==> config.mk <==
export PLATFORM = sky130hd
export DESIGN_NAME = ring_osc_trim_ctrl
export DESIGN_NICKNAME = d
export VERILOG_FILES = /design/src/rtl/ring_osc_trim_ctrl.sv
export SDC_FILE = /design/constraint.sdc
export NUM_CORES = 1
export LEC_CHECK = 0
export CAP_MARGIN = 20
export CORE_MARGIN = 8
export CORE_UTILIZATION = 40
export DETAILED_ROUTE_END_ITERATION = 7
export PLACE_DENSITY = 0.65
export SYNTH_ARGS = -nofsm -noshare
export SYNTH_HDL_FRONTEND = slang
export SYNTH_SLANG_ARGS = --single-unit
==> constraint.sdc <==
create_clock -name clock -period 6.8 [get_ports clock]
set_clock_uncertainty 0.15 [all_clocks]
set_input_delay 1.02 -clock clock [delete_from_list [all_inputs] [get_ports clock]]
set_output_delay 1.02 -clock clock [all_outputs]
set_load 0.005 [all_outputs]
==> src/rtl/ring_osc_trim_ctrl.sv <==
// ring_osc_trim_ctrl: closed-loop thermometer trim of a ring oscillator against a slow reference
module ring_osc_trim_ctrl #(
    parameter int NSTAGES    = 13,
    parameter int CNT_W      = 8,
    parameter int TOL        = 1,
    parameter int LOCK_CNT   = 4,
    parameter int INIT_LEVEL = NSTAGES
) (
    input  logic                   clock,
    input  logic                   resetb,
    input  logic                   enable,
    input  logic                   manual,
    input  logic                   ref_in,
    input  logic [CNT_W-1:0]       div,
    input  logic [2*NSTAGES-1:0]   manual_trim,
    output logic [2*NSTAGES-1:0]   trim,
    output logic                   locked,
    output logic [CNT_W-1:0]       period
);
    localparam int W   = 2 * NSTAGES;
    localparam int LW  = $clog2(W + 1);
    localparam int LCW = $clog2(LOCK_CNT + 1);
    localparam logic [W-1:0] INIT_TRIM = ~({W{1'b1}} << INIT_LEVEL);
    localparam logic [1:0] IDLE = 2'd0, ARM = 2'd1, MEAS = 2'd2;
    logic [1:0]       state;
    logic             s1, s2, s3;
    logic [CNT_W-1:0] cnt;
    logic [LW-1:0]    lvl;
    logic [LCW-1:0]   inband;
    logic [W-1:0]     thermo;
    logic [CNT_W:0]   p, hi_lim, p_tol;
    logic             run, ref_rise, meas, fast, slow;
    assign run      = enable & ~manual;
    assign ref_rise = s2 & ~s3;
    assign meas     = run && state == MEAS && ref_rise;
    // captured period saturates with the counter so a stalled reference reads as full scale
    assign p        = {1'b0, cnt} + {{CNT_W{1'b0}}, ~&cnt};
    assign hi_lim   = {1'b0, div} + (CNT_W+1)'(TOL);
    assign p_tol    = p + (CNT_W+1)'(TOL);
    assign fast     = p > hi_lim;
    assign slow     = p_tol < {1'b0, div};
    always_comb begin
        thermo = '0;
        for (int i = 0; i < W; i++) thermo[i] = lvl > LW'(i);
    end
    always_ff @(posedge clock or negedge resetb) begin
        if (!resetb) begin
            {s1, s2, s3} <= 3'b000;
            state        <= IDLE;
            cnt          <= '0;
        end else begin
            s1 <= ref_in;
            s2 <= s1;
            s3 <= s2;
            state <= !run ? IDLE : state == IDLE ? ARM : (state == ARM && ref_rise) ? MEAS : state;
            cnt   <= (!run || state == IDLE || ref_rise) ? '0 : (&cnt ? cnt : cnt + CNT_W'(1));
        end
    end
    always_ff @(posedge clock or negedge resetb) begin
        if (!resetb) begin
            lvl    <= LW'(INIT_LEVEL);
            inband <= '0;
            locked <= 1'b0;
            period <= '0;
            trim   <= INIT_TRIM;
        end else begin
            trim <= manual ? manual_trim : thermo;
            if (!run) begin
                inband <= '0;
                locked <= 1'b0;
            end else if (meas) begin
                period <= p[CNT_W-1:0];
                if (fast) begin
                    lvl    <= lvl == LW'(W) ? lvl : lvl + LW'(1);
                    inband <= '0;
                    locked <= 1'b0;
                end else if (slow) begin
                    lvl    <= lvl == '0 ? lvl : lvl - LW'(1);
                    inband <= '0;
                    locked <= 1'b0;
                end else begin
                    inband <= inband < LCW'(LOCK_CNT) ? inband + LCW'(1) : inband;
                    locked <= inband >= LCW'(LOCK_CNT - 1);
                end
            end
        end
    end
endmodule

## Yosys cells after proc, flatten, opt, wreduce, memory -nomap -nowiden

Cells that the tools add are included.

- $add $sub $neg: 7
- Order comparisons: 30
- Eq/ne operators: 9
- Mux-type cells: 19
- Bitwise logic cells: 4
- Reduce and logical (&&, ||, !) cells: 14

Operator list:

| operator | count |
|---|---|
| $gt A5 B5 Y1 const B | 10 |
| $gt A5 B4 Y1 const B | 8 |
| $mux W26 | 1 |
| $gt A5 B3 Y1 const B | 4 |
| $mux W5 | 4 |
| $mux W8 | 2 |
| $mux W3 | 5 |
| $gt A5 B1 Y1 const B | 2 |
| $gt A5 B2 Y1 const B | 2 |
| $add A8 B1 Y9 | 1 |
| $add A8 B1 Y9 const B | 1 |
| $add A9 B1 Y9 const B | 1 |
| $gt A9 B9 Y1 | 1 |
| $lt A9 B8 Y1 | 1 |
| $add A8 B1 Y8 const B | 1 |
| $reduce_and A8 Y1 | 1 |
| $mux W2 | 3 |
| $ne A2 B2 Y1 const B | 3 |
| $add A5 B1 Y5 const B | 1 |
| $eq A5 B5 Y1 const B | 1 |
| $logic_not A5 Y1 | 1 |
| $reduce_and A5 Y1 | 1 |
| $sub A5 B1 Y5 const B | 1 |
| $mux W1 | 4 |
| 16 further kinds | 23 |

- Register bits after elaboration: 56
- Input bits: 39
- Word-level logic and storage cells: 93

## Depth between registers and ports, before layout

Gate-level depths: netlist of run 1.

- Depth after elaboration: 9
- Depth in mapped cells: 18
- Mapped depth without buffers: 18

## Least setup slack after synthesis of run 1

No wires, ideal clock.

- Path kind: register -> register
- From: register cnt[0]
- To: register lvl[4]
- Library setup time: 80 ps
- Data arrival time: 4026 ps
- Slack: 2545 ps
- Stages on the path, launching flop included: 18
- Buffers on the path: 1
- Cells stage by stage: dfrtp_1 -> ha_1 -> nand3_1 -> nor2_1 -> inv_1 -> ha_1 -> ha_1 -> nand3_1 -> nor2_1 -> xnor2_1 -> inv_1 -> ha_1 -> nand4_1 -> or3_1 -> o211ai_2 -> clkbuf_1 -> mux2_2 -> a2bb2oi_1

- Word-level cells in the longest chain between the ends: 7
- Elaborated cells between the ends (all ways): 11
- Those cells by class: add/sub: 2; order compare: 2; eq/ne: 2; mux: 1; reduce/logical: 4

Ends and longest elaborated chain:

| element | line | RTL |
|---|---|---|
| start: declaration | 27 | `logic [CNT_W-1:0] cnt;` |
| start signal: assignment | 56 | `cnt <= (!run \|\| state == IDLE \|\| ref_rise) ? '0 : (&cnt ? cnt : cnt + CNT_W'(1));` |
| $reduce_and A8 Y1 | 37 | `assign p = {1'b0, cnt} + {{CNT_W{1'b0}}, ~&cnt};` |
| $logic_not A1 Y1 | 37 |  |
| $add A8 B1 Y9 * | 37 |  |
| net p[6] | 31 | `logic [CNT_W:0] p, hi_lim, p_tol;` |
| $add A9 B1 Y9 | 39 | `assign p_tol = p + (CNT_W+1)'(TOL);` |
| $lt A9 B8 Y1 | 41 | `assign slow = p_tol < {1'b0, div};` |
| $reduce_bool A2 Y1 (no line) | -- |  |
| $reduce_and A5 Y1 (no line) | -- |  |
| end signal: assignment | 61 | `lvl <= LW'(INIT_LEVEL);` |
| end signal: assignment | 74 | `lvl <= lvl == LW'(W) ? lvl : lvl + LW'(1);` |
| end signal: assignment | 78 | `lvl <= lvl == '0 ? lvl : lvl - LW'(1);` |
| end: declaration | 28 | `logic [LW-1:0] lvl;` |

The timed path passes the listed nets; every way through them passes the cells marked *.
A chain may end at the register's enable or synchronous reset.

## Worst setup path in the final report of run 1

- From: register cnt[1]
- To: register lvl[1]

The elaborated chain is that of the path after synthesis.

==> run metrics, run 1 <==
commonest non-fill, non-tap cell in the layout=clkdlybuf4s50_1; CP arrival=5.17 ns; Max VDD drop=0.0641 mV; WL/cell=15.1 um; Antenna Nets Post-Route=0; Worst path max stage delay=0.70 ns; Die W=110 um; clock tree buffer depth=2; P_leak=1.93 nW; commonest non-fill, non-tap cells in the layout=clkdlybuf4s50_1, nand2_1, dfrtp_1; Post-Route WL=8470 um; Starting Density=0.408; crit start category=flip-flop; overall power=629 uW; CP Class=flip-flop to flip-flop; multi-input logic area=0.00193 sq mm; Slew Limit Fails=0; clk_lat worst skew=0.30 ns; IO buf count=73; setup bufs post-CTS=0; layout cells sized above 1=0.0907; number of global-route vias before repair=2948; # DRC=0; synthesized area per cell=9.16 sq um; vias=2952; CORE AREA=0.00868 sq mm; WL met1=3840 um; Mapped Area=0.00354 sq mm; GRT Util Overall=0.143; R2R cell count=17; cell mode on critical path=ha_1; Cells after Synth=slightly below 400; Setup crit end kind=flip-flop; hold-critical path endpoint=s2; GP Congestion=0.846; Critical R2R Launch=cnt[1]; initial antenna violation count=0; post-DP HPWL=6410 um; critical path data required time=6.89 ns; H-tree depth=2; crit-path cells=ha_1, nand3_1, nor2_1, inv_1, ha_1, ha_1, nand3_1, nor2_1, xnor2_1, inv_1, ha_1, nand4_1, a21oi_1, o211ai_2, mux2i_1, a211oi_2, mux2i_1; via-per-instance ratio=5.27; initial drt markers=148; root buffer cell=clkbuf_8; syn nets=455; largest net degree at the start of global routing=57; router iterations before antenna repair=4; fmax=0.197 GHz; Netlist cell types=49; final setup margin=between 1.5 and 2 ns; CP max-delay cell=o211ai_2; Primary FF master, synth=dfrtp_1; Nets=~520; Seq/Total Area, Yosys=0.401; number of synthesized flops with an enable pin=0; max-cap violations=0; PwrDens=142 mW/mm^2; setup_tns=0 ns; Hold-fix buffers, CTS=0; Synth top area share=0.282; num rows=34; Final min period=5.09 ns; Diodes inserted=0; TritonCTS Buffers=5; Hold Fails Final Rpt=0; highest routed layer=met4; Yosys Warn Count=0; Hold Path Origin=s1; reg-to-reg endpoint=lvl[1]; first-pass GRT wire length=approximately 14000 um; Async SR Flop Fraction=1.00; met2 WL=3780 um; GR Overflow Total=0; leading area contributor after synthesis=dfrtp_1; # setup viols final=0; die area=between 0.01 and 0.015 sq mm; Tightest Pin Transition=0.849 ns; worst slack, placed=1.73 ns; R2R Setup Slk=1.71 ns; status=completed; post-CTS sizing=0; P&R area growth vs syn=24.8%; CTS clk-pin slew, worst paths=around 0.1 ns; HP Class=flip-flop to flip-flop; final period utilization=0.748; CTS Sinks=56; FF+latch count, synth=56; slew margin rel.=0.432; number of filler cells placed in the layout=approximately 840; CTS tree=done; Ports=between 70 and 80; CP max FO=17; area occupied by registers=0.00142 sq mm; DR WL met3=671 um; Area contributors post-synth=dfrtp_1, dfstp_2, ha_1; hold depth=0; Die Y-Extent=110 um; RSZ-0062 raised after global routing=false
[area by class of cell]
type | instances | area share
clock buffer | 7 | 0.0195
inverter | 27 | 0.0229
clock inverter | 1 | 0.00170
timing repair buffer | 75 | 0.168
multi-input combinational | 286 | 0.436
sequential | 56 | 0.322
tap | 108 | 0.0306
[cells by family after synthesis]
family | share of synthesized area
adder cells (fa/ha/maj) | 0.102
XOR/XNOR | 0.0643
AND/OR/NAND/NOR | 0.188
AO/OA/AOI/OAI | 0.160
buffers and inverters | 0.0547
flip-flops | 0.401
multiplexers | 0.0297
[power by group]
group	leakage, nW	switching (mW)	internal [mW]	total (mW)
logic	1.19	0.0392	0.0498	0.0890
registers	0.699	0.00450	0.347	0.351
clock network	0.0445	0.105	0.0831	0.188
total	1.93	0.149	0.480	0.629
[how the worst max path moves through the flow]
stage	cells past startpoint	to	slack, ns	from
detailed placement	17	lvl[1]	1.73	cnt[1]
global route	17	lvl[1]	1.22	cnt[1]
floorplan	17	lvl[4]	2.54	cnt[0]
CTS	17	lvl[1]	1.70	cnt[1]
global placement	17	lvl[1]	2.01	cnt[1]
finish	17	lvl[1]	1.71	cnt[1]
[sequential cells by signal, summed over array words and instances (netlist names)]
name / count
s2: 1
cnt: 8
state: 2
inband: 3
s3: 1
locked: 1
period: 8
lvl: 5
s1: 1
trim: 26
[cells in the mapped netlist, types with 3 or more instances]
cell type	n
nand2_1	47
dfrtp_1	40
o21ai_0	31
ha_1	29
nor2_1	28
inv_1	26
a21oi_1	20
xnor2_1	17
dfstp_2	16
nand3_1	13
clkbuf_1	12
nor2b_1	9
nor3_1	9
xor2_1	9
nand4_1	8
mux2i_1	6
a211oi_1	5
o31ai_1	5
a31oi_1	4
and3_1	4
mux2_2	4
nand2b_1	4
buf_6	3
nand3b_1	3
nor3b_1	3
nor4_1	3
[per-stage QoR]
stage	util	instances	instance area [sq um]	hold slack, ns
after floorplan	-	387	3540	0.181
after global placement	0.499	552	4330	0.185
after detailed placement	0.499	552	4330	0.191
after CTS	0.509	560	4420	0.218
after global routing	0.509	560	4420	0.232
final	0.509	560	4420	0.215
[critical path, delay by kind of cell (launching register included)]
kind                       cells  cell delay (ns)
xor gates and xnor gates       1             0.45
AOI/OAI and AO/OA              3             1.14
muxes                          2             0.54
and+or+nand+nor                5             0.86
buffers and inverters          2             0.20
DFF                            1             0.51
adders and majority gates      4             1.14
[routing by layer]
layer / vias up / global-route usage
li1: 1469 / -
met1: 1381 / 0.180
met4: 0 / 0.0580
met5: - / 0
met3: 16 / 0.0343
met2: 86 / 0.231
Note: power is estimated with default switching activity, not from simulation.
==> run 2: changes to the inputs <==
==> constraint.sdc (replaced) <==
create_clock -name clock -period 5.3 [get_ports clock]
set_clock_uncertainty 0.15 [all_clocks]
set_input_delay 0.795 -clock clock [delete_from_list [all_inputs] [get_ports clock]]
set_output_delay 0.795 -clock clock [all_outputs]
set_load 0.005 [all_outputs]
==> run metrics, run 2 (synthesis results as in run 1) <==
GR Overflow Total=0; router iterations before antenna repair=4; RSZ-0062 raised after global routing=false; die area=0.0121 sq mm; CP Class=flip-flop to flip-flop; fmax=0.205 GHz; largest reg by FF count=trim; Final Cell Area=0.00448 sq mm; CTS tree=done; commonest non-fill, non-tap cell in the layout=clkdlybuf4s50_1; GRT Util Overall=0.144; Starting Density=0.408; Nets=~520; CORE AREA=0.00868 sq mm; num rows=34; max-cap violations=0; R2R Setup Slk=~0.43 ns; Diodes inserted=0; setup_tns=0 ns; via-per-instance ratio=5.18; sequential share of power=0.522; max reg flops=26; post-CTS sizing=0; top flop regs=trim: 26 flops, cnt: 8 flops, period: 8 flops; switching share of power=0.218; CTS clk-pin slew, worst paths=0.09 ns; layout cells sized above 1=0.0991; Hold Path Origin=s1; status=completed; beginning of the critical path=cnt[1]; first-pass GRT wire length=14100 um; Post-Route WL=between 8000 and 9000 um; Hold-fix buffers, CTS=0; hold depth=0; CP arrival=4.95 ns; P_leak=1.96 nW; initial drt markers=roughly 120; Final min period=4.87 ns; final setup margin=0.426 ns; clock tree buffer depth=2; critical path data required time=5.37 ns; reg-to-reg endpoint=lvl[4]; GP Congestion=approximately 0.84; CP max FO=10; P&R area growth vs syn=26.3%; number of global-route vias before repair=2961; largest net degree at the start of global routing=57; Tightest Pin Transition=a little under 0.8 ns; HP Class=flip-flop to flip-flop; # setup viols final=0; final period utilization=0.920; Power Internal=676 uW; TritonCTS Buffers=5; Fin Hold WS=0.206 ns; clock power share=0.347; # DRC=0; root buffer cell=clkbuf_8; Die W=110 um; Antenna Nets Post-Route=0; overall power=864 uW; IO buf count=73; final cell count without fillers=around 560; post-DP HPWL=6480 um; CTS Sinks=between 50 and 60; R2R cell count=18; dpl cells=554; Slew Limit Fails=0; clk_lat worst skew=0.30 ns; commonest non-fill, non-tap cells in the layout=clkdlybuf4s50_1, nand2_1, dfrtp_1; fin util=0.516; hold-critical path endpoint=s2; Die Y-Extent=~110 um; vias=about 2900; worst slack, placed=roughly 0.53 ns; WL/cell=15.1 um; Critical R2R Launch=cnt[1]; Hold Fails Final Rpt=0; Max VDD drop=0.0965 mV; PwrDens=193 mW/mm^2; setup bufs post-CTS=0; slew margin rel.=0.477; H-tree depth=2; Setup crit end kind=flip-flop; Ports=74; combinational power share=0.132; area post-placement=0.00434 sq mm; initial antenna violation count=0; crit start category=flip-flop; P_sw=189 uW
run 2: cell count changes in the layout (fill, tap and decap cells not counted), sizes merged:
cell	before	now
clkinvlp	1	0
bufinv	0	1
buf	3	5
run 2: layout make-up:
cell class              count  area (sq um)
clock buffers               7          96.3
flip-flops and latches     56          1420
inverters                  27           101
repair buffers             77           756
fillers                   821          4200
clock inverters             1          30.0
multi-input cells         286          1940
well taps                 108           135
run 2: worst max path at each step:
stage	end	slack, ns
4_1_cts	lvl[4]	0.41
6_report	lvl[4]	0.43
2_1_floorplan	lvl[4]	1.04
5_1_grt	lvl[4]	0.09
3_3_place_gp	lvl[4]	0.74
3_5_place_dp	lvl[4]	0.53
run 2: power groups by stage:
stage | clock network (mW) | registers (mW) | logic (mW)
2_1_floorplan | 0 | 0.460 | 0.0420
5_1_grt | 0.330 | 0.453 | 0.127
4_1_cts | 0.316 | 0.451 | 0.116
3_5_place_dp | 0 | 0.459 | 0.115
3_3_place_gp | 0 | 0.459 | 0.115
6_report | 0.300 | 0.451 | 0.114
run 2: layer usage:
metal  share of wire  routed length [um]  track usage
met1            0.47                3960        0.180
met5               0                   0            0
met3           0.074                 625       0.0314
met2            0.45                3850        0.243
met4          0.0064                  54       0.0409
run 2: critical path, cell delays in order (launching register included):
cell and delay, ns:
dfrtp_1 0.53, ha_1 0.26, nand3_1 0.10, nor2_1 0.39, inv_1 0.09, ha_1 0.27
ha_1 0.37, ha_1 0.22, nand3b_1 0.10, a21oi_1 0.21, o32ai_2 0.16, xor2_1 0.19
ha_1 0.31, nand2_1 0.09, nor2_1 0.06, a311oi_2 0.31, o311ai_4 0.24, a2111oi_0 0.55
a2bb2oi_1 0.21
==> run 3: changes to the inputs <==
--- a/config.mk
+++ b/config.mk
@@ -5,6 +5,7 @@
 export SDC_FILE = /design/constraint.sdc
 export NUM_CORES = 1
 export LEC_CHECK = 0
+export ABC_AREA = 1
 export CAP_MARGIN = 20
 export CORE_MARGIN = 8
 export CORE_UTILIZATION = 40
==> constraint.sdc (replaced) <==
create_clock -name clock -period 6.15 [get_ports clock]
set_clock_uncertainty 0.15 [all_clocks]
set_input_delay 0.9225 -clock clock [delete_from_list [all_inputs] [get_ports clock]]
set_output_delay 0.9225 -clock clock [all_outputs]
set_load 0.005 [all_outputs]
==> run metrics, run 3 <==
Slew Limit Fails=0; setup bufs post-CTS=0; syn nets=516; Yosys Warn Count=0; IO buf count=73; initial drt markers=around 180; Primary FF master, synth=dfrtp_1; leading area contributor after synthesis=dfrtp_1; P&R area growth vs syn=25.2%; post-CTS sizing=0; commonest non-fill, non-tap cell in the layout=nand2_1; top flop regs=trim: 26 flops, cnt: 8 flops, period: 8 flops; HP Class=flip-flop to flip-flop; commonest non-fill, non-tap cells in the layout=nand2_1, clkdlybuf4s50_1, inv_1; Mapped Area=0.00361 sq mm; final period utilization=0.681; Diodes inserted=0; router iterations before antenna repair=4; Synth top area share=0.277; GP Congestion=0.881; Die Y-Extent=111 um; Tightest Pin Transition=between 0.7 and 0.8 ns; PwrDens=154 mW/mm^2; largest net degree at the start of global routing=57; most frequent cells after synthesis=nand2_1, inv_1, dfrtp_1; Ports=74; num rows=34; Async SR Flop Fraction=1.00; max reg flops=26; overall power=approximately 690 uW; synthesized area per cell=8.07 sq um; slew margin rel.=0.480; Worst path max stage delay=0.49 ns; Setup crit end kind=flip-flop; max-cap violations=0; CP max-delay cell=nor4_1; crit start category=flip-flop; Final Cell Area=0.00452 sq mm; clock tree buffer depth=2; via-per-instance ratio=5.01; layout cells sized above 1=0.106; # setup viols final=0; CP arrival=4.29 ns; Final min period=between 4 and 5 ns; CTS tree=done; vias=3151; Area contributors post-synth=dfrtp_1, dfstp_2, nand2_1; CORE AREA=0.00876 sq mm; CP Class=flip-flop to flip-flop; Hold Fails Final Rpt=0; Netlist cell types=39; CP max FO=12; status=completed; number of global-route vias before repair=3112; root buffer cell=clkbuf_8; area post-placement=0.00443 sq mm; Starting Density=0.412; Die W=111 um; crit-path cells=ha_1, nand2_1, nor2_1, nand2_1, ha_1, ha_1, nand3_2, nor4_1, ha_1, a21oi_1, o21a_1, nand3_1, nand2_1, inv_1, o21ai_0, nand4_1, nand2_1, inv_1; number of synthesized flops with an enable pin=0; post-DP HPWL=around 7400 um; number of filler cells placed in the layout=~850; CTS Sinks=56; H-tree depth=2; largest reg by FF count=trim; Max VDD drop=0.0883 mV; clk_lat worst skew=about 0.31 ns; # DRC=0; fin util=0.516; P_leak=2.17 nW; Seq/Total Area, Yosys=0.393; Cells after Synth=448; CTS clk-pin slew, worst paths=0.10 ns; die area=between 0.01 and 0.015 sq mm; Antenna Nets Post-Route=0; setup_tns=0 ns; Nets=588; most common cell in the netlist=nand2_1; fmax=0.239 GHz; GRT Util Overall=0.149; WL/cell=14.6 um; initial antenna violation count=0; first-pass GRT wire length=15400 um; FF+latch count, synth=56; Hold-fix buffers, CTS=0; Post-Route WL=9190 um; RSZ-0062 raised after global routing=false; TritonCTS Buffers=5; critical path data required time=6.26 ns; GR Overflow Total=0; multi-input logic area=between 0.0015 and 0.002 sq mm; area occupied by registers=0.00142 sq mm
-- run 3: cell types whose count changed after synthesis, moves of 6 or more --
cell / change
nand2_1: +60
inv_1: +36
xnor2_1: -14
nor2_1: +9
nor2b_1: -9
a21oi_1: -7
mux2i_1: -6
o21ai_0: +6
-- run 3: final cells by class --
type,instances,share of cell area
flip-flops and latches,56,0.314
multi-input cells,318,0.419
well taps,108,0.0299
clock buffers,5,0.0152
clock inverters,3,0.00470
inverters,64,0.0531
repair buffers,75,0.164
-- run 3: metrics by stage --
stage,std cells,setup slack [ns],hold slack [ns]
6_report,629,1.96,0.207
5_1_grt,629,1.64,0.224
4_1_cts,629,2.00,0.211
3_5_place_dp,621,1.89,0.187
3_3_place_gp,621,2.03,0.183
2_1_floorplan,448,2.53,0.181
-- run 3: cell families (layout without fill, tap and decap cells) --
logic type                 count (synthesis)  count (layout)  synth area share
xor gates and xnor gates                  16              16            0.0481
and+or+nand+nor                          203             203             0.268
buffers and inverters                     74             147            0.0821
adders and majority gates                 29              29             0.100
AOI/OAI and AO/OA                         70              70             0.108
DFF                                       56              56             0.393
-- run 3: metal layers --
metal / part of all wire / GRT usage / up-vias
li1: - / - / 1598
met1: 0.45 / 0.194 / 1469
met2: 0.49 / 0.245 / 77
met3: 0.048 / 0.0276 / 7
met4: 0.013 / 0.0427 / 0
met5: 0 / 0 / -
-- run 3: power by group --
| group | switching (mW) | internal (mW) | leakage, nW |
|---|---|---|---|
| logic | 0.0487 | 0.0533 | 1.42 |
| registers | 0.00477 | 0.384 | 0.704 |
| clock network | 0.122 | 0.0811 | 0.0445 |
| total | 0.176 | 0.518 | 2.17 |
-- run 3: critical path, delay by kind of cell (launching register included) --
family / cells / cell delay, ns
AND/OR/NAND/NOR: 9 / 1.65
buffers and inverters: 2 / 0.16
AO/OA/AOI/OAI: 3 / 0.63
flip-flops: 1 / 0.46
adder cells (fa/ha/maj): 4 / 1.09
-- run 3: worst paths after layout --
kind	startpoint	end	slack, ns	cells after the start
min in group asynchronous	resetb	lvl[4]	0.59	2
setup reg to reg	cnt[1]	lvl[3]	1.96	18
setup / recovery	cnt[1]	lvl[3]	1.96	18
max in group asynchronous	resetb	trim[15]	4.81	2
hold reg to reg	s1	s2	0.21	0
hold / removal	s1	s2	0.21	0
